File: config.mk
export PLATFORM = sky130hd
export DESIGN_NAME = csa_seq_adder
export DESIGN_NICKNAME = d
export VERILOG_FILES = /design/src/rtl/csa_seq_adder.sv
export SDC_FILE = /design/constraint.sdc
export NUM_CORES = 1
export LEC_CHECK = 0
export BUFFER_PORTS_ARGS = -buffer_cell sky130_fd_sc_hd__buf_2
export CORE_MARGIN = 4
export CORE_UTILIZATION = 41
export DETAILED_ROUTE_END_ITERATION = 6
export SKIP_LAST_GASP = 1
export SYNTH_ARGS = -nofsm -noshare
export SYNTH_HDL_FRONTEND = slang
export SYNTH_SLANG_ARGS = --single-unit
File: constraint.sdc
create_clock -name clk -period 11.1 [get_ports clk]
set_clock_uncertainty 0.15 [all_clocks]
set_input_delay 2.22 -clock clk [delete_from_list [all_inputs] [get_ports clk]]
set_output_delay 2.22 -clock clk [all_outputs]
set_load 0.02 [all_outputs]
File: src/rtl/csa_seq_adder.sv
// csa_seq_adder: byte-serial add/subtract sequencer.
// A WORDS-byte add or subtract is run through one shared 8-bit adder slice with
// carry-in. The slice handles one byte per clock, starting with the LSB byte.
//
// Ports:
//   clk   - system clock, rising edge
//   rst   - asynchronous active-high reset
//   start - request, sampled only while idle
//   sub   - 0: a+b, 1: a-b (sampled with start)
//   a, b  - W-bit operands (sampled with start)
//   busy  - operation in progress (WORDS cycles)
//   done  - one-cycle pulse; sum/carry updated on the same edge
//   sum   - W-bit result, held stable between done pulses
//   carry - final carry-out (for sub: 1 = no borrow)
module csa_seq_adder #(
    parameter int WORDS = 4,
    localparam int W    = 8 * WORDS
) (
    input  logic         clk,
    input  logic         rst,
    input  logic         start,
    input  logic         sub,
    input  logic [W-1:0] a,
    input  logic [W-1:0] b,
    output logic         busy,
    output logic         done,
    output logic [W-1:0] sum,
    output logic         carry
);

    localparam int IDXW = (WORDS > 1) ? $clog2(WORDS) : 1;
    localparam logic [IDXW-1:0] LAST = IDXW'(WORDS - 1);

    typedef enum logic {IDLE, RUN} state_t;

    state_t          state_q, state_d;
    logic [W-1:0]    op_a_q, op_a_d;
    logic [W-1:0]    op_b_q, op_b_d;
    logic [W-1:0]    work_q, work_d;
    logic [W-1:0]    sum_q, sum_d;
    logic [IDXW-1:0] idx_q, idx_d;
    logic            cf_q, cf_d;
    logic            carry_q, carry_d;
    logic            done_q, done_d;

    logic [7:0] a_byte, b_byte;
    logic [8:0] slice;

    // Byte select by index. A compare-per-byte mux keeps every part-select
    // constant, so no out-of-range selects appear for small WORDS.
    always_comb begin
        a_byte = 8'd0;
        b_byte = 8'd0;
        for (int i = 0; i < WORDS; i++) begin
            if (idx_q == IDXW'(i)) begin
                a_byte = op_a_q[i*8 +: 8];
                b_byte = op_b_q[i*8 +: 8];
            end
        end
        slice = {1'b0, a_byte} + {1'b0, b_byte} + {8'd0, cf_q};
    end

    always_comb begin
        state_d = state_q;
        op_a_d  = op_a_q;
        op_b_d  = op_b_q;
        work_d  = work_q;
        sum_d   = sum_q;
        idx_d   = idx_q;
        cf_d    = cf_q;
        carry_d = carry_q;
        done_d  = 1'b0;
        case (state_q)
            IDLE: begin
                if (start) begin
                    op_a_d  = a;
                    // Subtract is a + ~b + 1; the +1 enters as the first carry-in.
                    op_b_d  = sub ? ~b : b;
                    cf_d    = sub;
                    idx_d   = '0;
                    work_d  = '0;
                    state_d = RUN;
                end
            end
            RUN: begin
                for (int i = 0; i < WORDS; i++) begin
                    if (idx_q == IDXW'(i)) work_d[i*8 +: 8] = slice[7:0];
                end
                cf_d  = slice[8];
                idx_d = idx_q + IDXW'(1);
                if (idx_q == LAST) begin
                    // Publish the whole word at once so partial results never show.
                    sum_d   = work_d;
                    carry_d = slice[8];
                    done_d  = 1'b1;
                    idx_d   = '0;
                    state_d = IDLE;
                end
            end
            default: state_d = IDLE;
        endcase
    end

    always_ff @(posedge clk or posedge rst) begin
        if (rst) begin
            state_q <= IDLE;
            op_a_q  <= '0;
            op_b_q  <= '0;
            work_q  <= '0;
            sum_q   <= '0;
            idx_q   <= '0;
            cf_q    <= 1'b0;
            carry_q <= 1'b0;
            done_q  <= 1'b0;
        end else begin
            state_q <= state_d;
            op_a_q  <= op_a_d;
            op_b_q  <= op_b_d;
            work_q  <= work_d;
            sum_q   <= sum_d;
            idx_q   <= idx_d;
            cf_q    <= cf_d;
            carry_q <= carry_d;
            done_q  <= done_d;
        end
    end

    // busy comes straight from the state so an async reset drops it immediately.
    assign busy  = (state_q == RUN);
    assign done  = done_q;
    assign sum   = sum_q;
    assign carry = carry_q;

endmodule

==> out/qor.yml <==
route:
  detailedRoute.firstPassIterationCount: 4
  detail-route-antenna-nets: 0
  via_count: 4561
  drc_errors: 0
  routed_wirelength_um: 14400
  detailed_route_iter0_violations: 198
  average_wire_per_cell_in_the_routed_design_um: 16.3
  avgViaCountPerCell: 5.17
place:
  placement.io_buffers: 102
  preCtsSetupSlack_ns: 7.15
  gp_congestion: 0.820
  post_detailed_placement_half_perimeter_wirelength_um: 10000
sta:
  timing.final.setup_violations: 0
  fmaxAchievable_mhz: 261
  rsz_0062_raised_after_global_routing: "false"
  hold_slack_ns: 0.320
  setup_slack_ns: 7.27
  timing.final.crit_period_ns: 3.83
  finalMaxSlewViolations: 0
  hold_viol: 0
  worst-slew-pin-transition_ns: 1.06
  fin_tns_setup_ns: 0
  worst_slew_margin_rel: 0.289
  layout_worst_path_cycle_share: 0.345
logic_synthesis:
  yosysTopAreaCell: "dfrtp_1"
  synth_enable_flop_cells: 0
  netlist_area_mm2: 0.00608
  yosysUniqueCellTypes: 39
  yosys.area.top_type_share: 0.518
  syn_area_per_cell_um2: 10.1
  synthTopCellsByArea: "dfrtp_1, o21ai_0, nand2_1, mux2_2, xnor2_1"
  sequential_element_share_of_the_synthesized_area: 0.518
  number_of_storage_elements_in_the_synthesis_netlist: 126
  synth_ff_type: "dfrtp_1"
  yosysWarnings: 0
  syn-num-nets: 682
  post_synth_inst_count: 601
  synth-async-reset-ratio: 1.00
finish:
  nFillCells: 1395
  num-nets-final: 768
  mostFrequentLayoutCells: "dfrtp_1, nand2_1, buf_2"
  area_growth_syn_to_layout_pct: 19.0
  drive_above_1_share: 0.253
  n_antenna_cell: 0
  mostFrequentLayoutCell: "dfrtp_1"
pwr:
  leakagePower_nw: 3.29
  total_power_mw: 2.55
  ir_drop_mv: 0.182
  cellPowerDensity_mw_per_mm2: 352
critical_path:
  worst_setup_path_start_kind: "register"
  worst_ep_required_time_ns: 11.20
  worst_ep_arrival_time_ns: 3.93
  worstPathMaxFanout: 29
  timing.reg2reg.worst_path_depth: 14
  setup.worst_path.class: "reg -> reg"
  end_kind: "register"
grt:
  grt_first_pass_wirelength_um: 23700
  gr-usage-all-layers: 0.181
  number_of_global_route_vias_before_repair: 4647
  grt_overflow_total: 0
  antenna_found_initial: 0
  grt_max_degree: 98
clocking:
  post_cts.resized_instances: 0
  clk-insertion-delay-late_ns: 0.41
  cts_sinks: 126
  cts_buffer_depth: 2
  root_buffer_cell: "clkbuf_16"
  cts_buf_count: 17
  cts_tree: "yes"
  cts.htree.levels: 4
  clkSlewWorstSetupHoldPaths_ns: 0.05
  ctsHoldBuffers: 0
  postcts_setup_bufs: 0
min_path:
  whs_path_depth: 2
  worstHoldPathType: "reg -> reg"
die:
  die_width_um: 130
  initial_core_util: 0.419
  placement_rows: 44
  floorplan.die.height_um: 130
  fp.coreArea_mm2: 0.0145
  design.portCount: 103
  die_area_mm2: 0.0169
flow_run:
  max_cap_check_violation_count: 0
outcome:
  run_status: "finished clean"
metal layers:
| metal | up-vias | GRT usage | wire length [µm] |
|---|---|---|---|
| li1 | 2242 | - | - |
| met1 | 2180 | 0.247 | 6550 |
| met2 | 121 | 0.283 | 6750 |
| met3 | 18 | 0.0512 | 846 |
| met4 | 0 | 0.0581 | 255 |
| met5 | - | 0 | 0 |
power breakdown:
group	leakage, nW	internal [mW]	switching, mW	total, mW
logic	1.41	0.431	0.770	1.20
clock network	0.303	0.381	0.187	0.568
registers	1.58	0.667	0.112	0.779
cell families (layout without fill, tap and decap cells):
kind of cell | after synthesis | in the layout | synth area share
AOI/OAI and AO/OA | 176 | 176 | 0.158
xor gates and xnor gates | 36 | 36 | 0.0531
muxes | 38 | 38 | 0.0691
adders and majority gates | 13 | 13 | 0.0292
DFF | 126 | 126 | 0.518
buffers and inverters | 47 | 145 | 0.0448
and+or+nand+nor | 165 | 165 | 0.127
stage by stage:
stage	std cells	utilization	area [µm²]
detailed placement	852	0.456	6630
CTS	883	0.498	7240
global placement	852	0.456	6630
finish	883	0.498	7240
floorplan	601	-	6080
global route	883	0.498	7240
critical path: stages (launching register included):
cell and delay [ns]:
dfrtp_1 0.41, inv_1 0.11, ha_1 0.52, buf_4 0.41, nand2_1 0.10, a21oi_1 0.16
a21oi_1 0.06, nor2_1 0.19, a21o_1 0.12, ha_1 0.23, nand2b_1 0.11, nand2b_1 0.07
a21oi_1 0.17, xor2_1 0.67, o21ai_0 0.20
final timing paths:
check                          start         end  slack, ns
max                         idx_q[1]  work_q[19]       7.27
min in group asynchronous        rst      sum[6]       1.83
max in group asynchronous        rst       carry       7.66
max reg2reg                 idx_q[1]  work_q[19]       7.27
min                        work_q[5]   work_q[5]       0.32
min reg2reg                work_q[5]   work_q[5]       0.32
synthesized netlist by cell type, drive strengths merged, types with 5 or more instances:
| cell type | n |
|---|---|
| mux2i | 6 |
| buf | 23 |
| ha | 11 |
| nand2 | 111 |
| clkbuf | 18 |
| o21ai | 99 |
| mux2 | 32 |
| nor2 | 11 |
| nand2b | 5 |
| nor3b | 15 |
| inv | 5 |
| nand3b | 17 |
| a21oi | 55 |
| a22o | 6 |
| dfrtp | 126 |
| xnor2 | 33 |
flip-flops by register name (all words and copies together), names as in the netlist:
| signal | count |
|---|---|
| idx_q | 2 |
| work_q | 24 |
| op_b_q | 32 |
| sum | 32 |
| cf_q | 1 |
| busy | 1 |
| done | 1 |
| carry | 1 |
| op_a_q | 32 |
cell type report:
class | instances | area, µm² | area share
Clock inverter | 6 | 105 | 0.0145
Multi-Input combinational cell | 428 | 2670 | 0.368
Inverter | 6 | 25.0 | 0.00345
Sequential cell | 126 | 3150 | 0.435
Tap cell | 184 | 230 | 0.0318
Timing Repair Buffer | 108 | 556 | 0.0767
Clock buffer | 25 | 505 | 0.0698
Note: power is estimated with default switching activity, not from simulation.
